--- src/rtl/wdt_multi_if.sv ---
// Avalon-MM register slave bundle for the multi-channel watchdog.
// master drives address/strobes/data, slave returns registered readdata.
interface wdt_multi_if;
  logic [3:0]  avs_address;
  logic        avs_write;
  logic [31:0] avs_writedata;
  logic        avs_read;
  logic [31:0] avs_readdata;

  modport master (
    output avs_address, avs_write, avs_writedata, avs_read,
    input  avs_readdata
  );

  modport slave (
    input  avs_address, avs_write, avs_writedata, avs_read,
    output avs_readdata
  );
endinterface

--- src/rtl/wdt_multi.sv ---
// wdt_multi: NUM_CH independent down-counting watchdogs behind Avalon-MM.
// Define WDT_MULTI_WINDOW_EN to build the early-kick window check.
module wdt_multi #(
  parameter int NUM_CH  = 4,
  parameter int CNT_W   = 32,
  parameter int RST_LEN = 16
) (
  input  logic       clk,
  input  logic       reset_n,
  wdt_multi_if.slave avs,
  input  logic       wdt_enable,
  output logic       irq,
  output logic       reset_out
);
  localparam logic [15:0] KEY = 16'h5A5A;

  typedef logic [CNT_W-1:0] cnt_t;

  logic [3:0]  addr;
  logic [31:0] wdata;
  logic        unused_wdata;

  assign addr         = avs.avs_address;
  assign wdata        = avs.avs_writedata;
  assign unused_wdata = ^wdata;

  logic [NUM_CH-1:0] ctrl_q, ctrl_d;
  logic [NUM_CH-1:0] to_q, to_d;
  logic [NUM_CH-1:0] ek_q;
  cnt_t              cnt_q  [NUM_CH];
  cnt_t              cnt_d  [NUM_CH];
  cnt_t              load_q [NUM_CH];
  cnt_t              load_d [NUM_CH];
  logic [7:0]        pcnt_q, pcnt_d;
  logic [31:0]       rdata_q, rdata_d;
  logic [31:0]       rmux;
  logic              irq_q, irq_d;

  logic              wr_ctrl, wr_stat, wr_kick;
  logic [NUM_CH-1:0] kick, rise, run, tmo, early;
  logic [NUM_CH-1:0] clr_to, clr_ek;

  // A programmed period of 0 is treated as 1.
  function automatic cnt_t reload(input cnt_t v);
    return (v == '0) ? cnt_t'(1) : v;
  endfunction

  assign wr_ctrl = avs.avs_write && (addr == 4'd0);
  assign wr_stat = avs.avs_write && (addr == 4'd1);
  assign wr_kick = avs.avs_write && (addr == 4'd2);

  assign kick = (wr_kick && wdata[31:16] == KEY)
              ? wdata[NUM_CH-1:0] : '0;
  assign rise = wr_ctrl
              ? (wdata[NUM_CH-1:0] & ~ctrl_q) : '0;
  assign run  = ctrl_q & {NUM_CH{wdt_enable}};

  assign ctrl_d = wr_ctrl ? wdata[NUM_CH-1:0] : ctrl_q;
  assign clr_to = wr_stat ? wdata[NUM_CH-1:0] : '0;
  assign clr_ek = wr_stat ? wdata[8 +: NUM_CH] : '0;

`ifdef WDT_MULTI_WINDOW_EN
  cnt_t              win_q, win_d;
  logic [NUM_CH-1:0] ek_d;

  assign win_d = (avs.avs_write && addr == 4'd3)
               ? wdata[CNT_W-1:0] : win_q;

  always_comb begin
    early = '0;
    for (int i = 0; i < NUM_CH; i++)
      early[i] = kick[i] && (cnt_q[i] > win_q);
  end

  assign ek_d = (ek_q & ~clr_ek) | early;

  always_ff @(posedge clk) begin
    if (!reset_n) begin
      win_q <= '0;
      ek_q  <= '0;
    end else begin
      win_q <= win_d;
      ek_q  <= ek_d;
    end
  end
`else
  logic unused_clr_ek;

  assign unused_clr_ek = ^clr_ek;
  assign early         = '0;
  assign ek_q          = '0;
`endif

  // Kick or enable-edge reloads take priority over the terminal count.
  always_comb begin
    tmo = '0;
    for (int i = 0; i < NUM_CH; i++) begin
      cnt_d[i] = cnt_q[i];
      if (rise[i] || kick[i]) begin
        cnt_d[i] = reload(load_q[i]);
      end else if (run[i]) begin
        if (cnt_q[i] <= cnt_t'(1)) begin
          tmo[i]   = 1'b1;
          cnt_d[i] = reload(load_q[i]);
        end else begin
          cnt_d[i] = cnt_q[i] - cnt_t'(1);
        end
      end
    end
  end

  always_comb begin
    for (int i = 0; i < NUM_CH; i++) begin
      load_d[i] = load_q[i];
      if (avs.avs_write && addr == 4'(4 + i))
        load_d[i] = wdata[CNT_W-1:0];
    end
  end

  assign to_d  = (to_q & ~clr_to) | tmo;
  assign irq_d = |{to_q, ek_q};

  always_comb begin
    pcnt_d = pcnt_q;
    if (|{tmo, early})
      pcnt_d = 8'(RST_LEN);
    else if (pcnt_q != 8'd0)
      pcnt_d = pcnt_q - 8'd1;
  end

  always_comb begin
    rmux = '0;
    unique case (1'b1)
      (addr == 4'd0): rmux[NUM_CH-1:0] = ctrl_q;
      (addr == 4'd1): begin
        rmux[NUM_CH-1:0]  = to_q;
        rmux[8 +: NUM_CH] = ek_q;
      end
`ifdef WDT_MULTI_WINDOW_EN
      (addr == 4'd3): rmux[CNT_W-1:0] = win_q;
`endif
      default: begin
        for (int i = 0; i < NUM_CH; i++)
          if (addr == 4'(4 + i))
            rmux[CNT_W-1:0] = load_q[i];
      end
    endcase
  end

  assign rdata_d = avs.avs_read ? rmux : rdata_q;

  always_ff @(posedge clk) begin
    if (!reset_n) begin
      ctrl_q  <= '0;
      to_q    <= '0;
      pcnt_q  <= '0;
      rdata_q <= '0;
      irq_q   <= 1'b0;
      for (int i = 0; i < NUM_CH; i++) begin
        cnt_q[i]  <= '0;
        load_q[i] <= '1;
      end
    end else begin
      ctrl_q  <= ctrl_d;
      to_q    <= to_d;
      pcnt_q  <= pcnt_d;
      rdata_q <= rdata_d;
      irq_q   <= irq_d;
      for (int i = 0; i < NUM_CH; i++) begin
        cnt_q[i]  <= cnt_d[i];
        load_q[i] <= load_d[i];
      end
    end
  end

  assign avs.avs_readdata = rdata_q;
  assign irq              = irq_q;
  assign reset_out        = (pcnt_q != 8'd0);
endmodule
--- src/flat_wrapper.sv ---
// flat-port wrapper written by rule: the top's interface ports become plain ports
module wdt_multi_flat 
#(
  parameter int NUM_CH  = 4,
  parameter int CNT_W   = 32,
  parameter int RST_LEN = 16
)
  (clk, reset_n, wdt_enable, irq, reset_out, avs_avs_address, avs_avs_write, avs_avs_writedata, avs_avs_read, avs_avs_readdata);
  wdt_multi_if avs_i ();
  input  logic clk;
  input  logic reset_n;
  input  logic wdt_enable;
  output logic irq;
  output logic reset_out;
  input wire logic [$bits(avs_i.avs_address)-1:0] avs_avs_address;
  input wire logic [$bits(avs_i.avs_write)-1:0] avs_avs_write;
  input wire logic [$bits(avs_i.avs_writedata)-1:0] avs_avs_writedata;
  input wire logic [$bits(avs_i.avs_read)-1:0] avs_avs_read;
  output wire logic [$bits(avs_i.avs_readdata)-1:0] avs_avs_readdata;
  assign avs_i.avs_address = avs_avs_address;
  assign avs_i.avs_write = avs_avs_write;
  assign avs_i.avs_writedata = avs_avs_writedata;
  assign avs_i.avs_read = avs_avs_read;
  assign avs_avs_readdata = avs_i.avs_readdata;
  wdt_multi #(.NUM_CH(NUM_CH), .CNT_W(CNT_W), .RST_LEN(RST_LEN)) u_core (.clk(clk), .reset_n(reset_n), .avs(avs_i), .wdt_enable(wdt_enable), .irq(irq), .reset_out(reset_out));
endmodule
--- config.mk ---
export PLATFORM = sky130hd
export DESIGN_NAME = wdt_multi_flat
export DESIGN_NICKNAME = d
export VERILOG_FILES = /design/src/rtl/wdt_multi_if.sv /design/src/rtl/wdt_multi.sv /design/src/flat_wrapper.sv
export SDC_FILE = /design/constraint.sdc
export NUM_CORES = 1
export LEC_CHECK = 0
export ABC_AREA = 1
export ABC_CLOCK_PERIOD_IN_PS = 1800
export CAP_MARGIN = 10
export CORE_MARGIN = 4
export CORE_UTILIZATION = 45
export DETAILED_ROUTE_END_ITERATION = 10
export GPL_TIMING_DRIVEN = 0
export SETUP_SLACK_MARGIN = 0.15
export SYNTH_ARGS = -nofsm -noshare
export SYNTH_HDL_FRONTEND = slang
export SYNTH_SLANG_ARGS = --single-unit
--- constraint.sdc ---
create_clock -name clk -period 1.8 [get_ports clk]
set_clock_uncertainty 0.2 [all_clocks]
set_input_delay 0.18 -clock clk [delete_from_list [all_inputs] [get_ports clk]]
set_output_delay 0.18 -clock clk [all_outputs]
set_load 0.01 [all_outputs]
==> flow_summary.ini <==
[clock_tree]
cts_tree = yes
clk_pin_slew_ns = 0.06
clock_latency_ns = 0.57
cts.path.max_buffers = 3
root_buffer = clkbuf_16
cts.sink_count = 305
cts_buffers = 38
cts_max_level = 2

[sta]
fin_crit_ns = 2.08
max-slew-margin-rel = 0.474
slew_viol_final = 0
final_hold_viol_count = 0
tightest_slew_ns = 0.788
whs_ns = 0.0632
max_freq_ghz = 0.481
setup_violations = 136
period_share = 1.15
grt_setup_unrepaired = true
layout_setup_ws_ns = -0.278

[global_routing]
track_usage = 0.350
grt_max_degree = 13
grt.overflow.total = 0
grt_pass1_wl_um = 113000
grt_pass1_vias = 19063
antenna_found_initial = 2

[outcome]
violations = negative setup slack
status = complete, but fails checks

[yosys]
ys_ff_latch = 305
synth_top_family_by_area = simple AND/OR/NAND/NOR gates
yosys.area_share.simple = 0.300
synth_area_leaders = dfxtp_1 (35%), nand2_1 (11%), inv_1 (8.5%)
synthAdderAreaFrac = 0.00641
yosysTopAreaCellShare = 0.347
syn_inst = 2717
seq_area_frac_synth = 0.347
yosysWarningCount = 0
syn_nets = 2767
yosys_most_used_dff = dfxtp_1
synth_top_cell_by_area = dfxtp_1
synthArstFlopShare = 0
synthMuxAreaShare = 0
synth_edf_count = 0
synth_xor_area_frac = 0.0284
synth_compound_gate_area_share = 0.196
avgSynthCellArea_sq_um = 6.47
syn-cell-area_sq_um = 17600
ys_types = 44

[die]
io_pins = 75
die_w_um = 206
start_util = 0.455
dieArea_sq_um = 42300
die_h_um = 206
placementRows = 72
core_sq_um = 38600

[drt]
vias = 20837
finalWirelength_um = 79600
avgRoutedWirePerCell_um = 21.9
first_pass_iters = 8
drtAntennaViolNets = 0
drt-initial-drc-count = 1955
viasPerCell = 5.72
drc_errors = 0

[critical_path]
cp_cell_sequence = nor2_4 -> nand2_2 -> nor2_4 -> nand3b_1 -> nand2_1 -> nand2_2 -> nand2_4 -> nand2_4 -> clkinv_4 -> buf_12 -> buf_8 -> nand2_2 -> a21oi_2
crit_type = reg -> reg
max_stage_delay_ns = 0.37
crit_family = simple AND/OR/NAND/NOR gates
critPathArrivalTime_ns = 2.36
crit_buf_inv = 3
crit_slowest_cell = dfxtp_4
path_common_cell = nand2_2
cp-end-kind = flop
worst-path-max-fanout = 6
worst_setup_path_start_kind = flop
worstPathRequired_ns = 2.08

[finish]
area_delta_synth_final_pct = 48.7
final_cell_mix = nand2_1 (417), inv_1 (337), nor2_1 (211), o21ai_0 (211), buf_4 (211)
final_nets = 3145
postLayoutCoreUtil = 0.676
final_layout_size_suffix_gt1_frac = 0.371
diodes = 0
mostFrequentLayoutCell = nand2_1

[pwr]
power.leakage_nw = 13.3
power.internal_mw = 16.6
p_seq_frac = 0.281
combPwrFrac = 0.404
p_clk_frac = 0.315
power_density_nw_per_um2 = 991
peakVddDrop_v = 0.000665
p_sw_mw = 9.31
swShare = 0.359

[worst_hold_path]
hold_class = in -> reg

[place]
gp_congestion = 1.04
port_buffers = 73
hpwl_um = 54000

[flow_run]
drv_cap = 0
==> area by class of cell <==
class                           count  area, sq um
Timing Repair Buffer              337         3230
Clock buffer                       55         1130
Sequential cell                   305         6340
Buffer                            122          891
Tap cell                          518          648
Clock inverter                     13          169
Fill cell                        3253        12500
Inverter                          410         1620
Multi-Input combinational cell   1881        12100
==> power groups by stage <==
stage,Combinational [mW],Clock (mW),Sequential (mW)
floorplan,4.18,0,7.35
global placement,5.87,0,7.41
detailed placement,5.94,0,7.41
CTS,8.74,8.19,7.28
global route,11.1,8.53,7.31
finish,10.5,8.16,7.29
==> metrics by stage <==
step                      cell area, sq um  power [mW]  setup WS, ns  setup TNS [ns]  std cells
after global placement               19300        13.3         -1.48         -318.53       3308
after floorplan                      17900        11.5       -0.0164          -0.189       2717
after global routing                 26100        26.9        -0.362          -35.46       3641
final                                26100        25.9        -0.278          -24.86       3641
after CTS                            24100        24.2        -0.189          -15.27       3558
after detailed placement             19300        13.4         -1.50         -321.76       3308
==> final timing paths <==
path                                from                          end  slack [ns]  cells after the start
max                  u_core.cnt_q[1][11]          u_core.cnt_q[1][14]       -0.28                     13
min                        avs_avs_write               u_core.to_q[0]        0.06                      4
max reg2reg          u_core.cnt_q[1][11]          u_core.cnt_q[1][14]       -0.28                     13
min reg2reg  u_core.avs.avs_readdata[31]  u_core.avs.avs_readdata[31]        0.26                      2
==> tightest hold or removal path, stage by stage <==
cell	delay [ns]
clkdlybuf4s18_2	0.35
nand3_1	0.12
nand2_1	0.07
a21oi_1	0.05
==> layer usage <==
layer,wire (um),vias to the layer above,track usage,share of wire
met1,32300,9903,0.463,0.41
met5,13,-,0,0.00016
li1,-,9688,-,-
met3,8000,215,0.0816,0.10
met4,3550,2,0.130,0.045
met2,35800,1029,0.556,0.45
==> cell usage after synthesis, types with 4 or more instances <==
cell	n
nand2_1	522
inv_1	397
nor2_1	309
dfxtp_1	305
o21ai_0	256
nand3_1	232
a21oi_1	189
clkbuf_1	67
o211ai_1	67
nand4_1	46
buf_2	37
o22ai_1	37
xor2_1	37
o221ai_1	27
nand2_2	25
xnor2_1	20
nor2_2	18
nor3_1	18
buf_4	11
a21oi_2	9
ha_1	9
inv_2	9
or2_2	9
a221oi_1	8
nand3b_1	8
nor2_4	6
buf_6	5
nand2_4	4
o21bai_1	4
==> state kept, by name, indices dropped and copies added, names as in the netlist <==
register and count:
u_core.ctrl_q 4, u_core.to_q 4, u_core.cnt_q 128, u_core.avs.avs_readdata 32, u_core.pcnt_q 8, u_core.irq 1, u_core.load_q 128
==> cells by family after synthesis <==
logic type / after synthesis
xor+xnor: 57
flops: 305
simple gates: 1208
buf+inv: 532
compound gates: 606
fa+ha+maj: 9
==> repair_timing <==
item                                    CTS  global route
buffers inserted                        155            74
gates resized for setup                 640           473
pin swaps                               160           134
endpoints found under the hold margin    44            16
hold buffers                             13             5
gates cloned                             14             4
endpoints found under the setup margin  338           326
No activity file was read; power rests on OpenSTA's default activity.
==> edit: new RTL, same flow settings <==
Add a define of `WDT_MULTI_WINDOW_EN`.
--- a/src/rtl/wdt_multi.sv
+++ b/src/rtl/wdt_multi.sv
@@ -1,4 +1,6 @@
 // wdt_multi: NUM_CH independent down-counting watchdogs behind Avalon-MM.
 // Define WDT_MULTI_WINDOW_EN to build the early-kick window check.
+`define WDT_MULTI_WINDOW_EN
+
 module wdt_multi #(
   parameter int NUM_CH  = 4,
Function: changed (a bounded check fails within 4 cycles, from zero or initial values and one cycle with reset_n low).
==> edit against the original RTL <==
The run still ends with setup timing left; die area up 19%; sequential cell count up 36; fmax down 16%; routed wire length up 40%; first-iteration DRC count up 93%; global-route usage up 6.6 points; non-clock buffer count up 85; final area up 25%; setup slack worse by 0.40 ns; power up 5.8%; synthesized area up 20%; critical path type unchanged; largest power group unchanged.
==> edit: results (changes against the original RTL) <==
routedWlPerCell_um: 26.4  # was 21.9 um
fillers: 3669  # was 3,253
clockPowerShare_pct: 30.3  # was 31.5%
status: "complete, but fails checks"  # unchanged
pg_seq_mw: 8.11  # was 7.29 mW
die-area_um2: 50400  # was 42,300 um^2
place_ws_ns: -1.48  # was -1.50 ns
portBuffers: 68  # was 73
grt_usage_pct: 41.6  # was 35.0%
antenna_found_initial: 5  # was 2
nClkBuffers: 64  # was 55
place.gp.congestion: 1.02  # was 1.04
worstHoldPathCells: 5  # was 4
synth.distinct_cells: 48  # was 44
finalWorstSetupSlack_ns: -0.677  # was -0.278 ns
clock_latency_ns: 0.59  # was 0.57 ns
ys_top_cells_by_area: "dfxtp_1, nand2_1, ha_1, o21ai_0, nor2_1"  # was dfxtp_1, nand2_1, inv_1, o21ai_0, nand3_1
final-setup-viol-count: 143  # was 136
drt-initial-drc-count: 3781  # was 1,955
violations: "setup timing"  # unchanged
leakage_nw: 15.2  # was 13.3 nW
ys_ff_latch: 341  # was 305
place_inst: 3817  # was 3,308
inverters: 370  # was 410
p_sw_mw: 9.96  # was 9.31 mW
vdd_drop_max_mv: 0.834  # was 0.665 mV
grt_max_degree: 12  # was 13
critPathMaxFanout: 7  # was 6
tns_ns: -43.89  # was -24.86 ns
max_slew_margin_pct: 22.7  # was 47.4%
netlist_top_cells_count: "nand2_1, nor2_1, inv_1"  # was nand2_1, inv_1, nor2_1
drt_pass1_iterations: 6  # was 8
multi_input_area_share_pct: 50.5  # was 46.3%
p_sw_share_pct: 36.3  # was 35.9%
edit: cell types whose count changed in the layout (fill, tap and decap cells not counted), moves of 23 or more:
cell      before  now
nand2_1      417  465
nand3_2      121   70
ha_1           0   84
inv_1        337  234
clkbuf_1      34   57
buf_12         8   37
dfxtp_2       75  121
o22ai_2       24    1
a21oi_1      140  167
buf_4        211  177
buf_6         41   96
ha_4           7   53
a31oi_1        0   33
edit: per-layer routing:
layer / share of wire [%] / GRT usage (%)
met2: 40 / 57.8
met1: 39 / 57.1
met5: 0.016 / 0
met3: 13 / 12.3
met4: 7.8 / 24.2
edit: cell families (layout without fill, tap and decap cells):
kind of cell | after synthesis | in the layout | synth area share (%)
AOI/OAI and AO/OA | 765 | 765 | 20.4
and+or+nand+nor | 1315 | 1316 | 26.4
DFF | 341 | 341 | 32.4
xor gates and xnor gates | 79 | 79 | 3.28
adders and majority gates | 137 | 137 | 8.13
other | 0 | 3 | 0
buffers and inverters | 505 | 982 | 9.42
edit: final timing paths:
check	from	slack, ns	to
max	u_core.win_q[17]$_SDFFE_PN0P_	-0.68	u_core.pcnt_q[6]$_SDFFE_PP0P_
min	avs_avs_address[1]	0.02	u_core.load_q[0][118]$_SDFFE_PN1P_
max reg2reg	u_core.win_q[17]$_SDFFE_PN0P_	-0.68	u_core.pcnt_q[6]$_SDFFE_PP0P_
min reg2reg	u_core.avs.avs_readdata[2]$_SDFFE_PN0P_	0.28	u_core.avs.avs_readdata[2]$_SDFFE_PN0P_
edit: what timing repair did:
item                                    CTS  global route
pin swaps                               241           229
buffers inserted                        219            70
hold buffers                             27             5
resized for setup                       985           454
endpoints found under the setup margin  370           335
gates cloned                             21             0
endpoints found under the hold margin    66            14
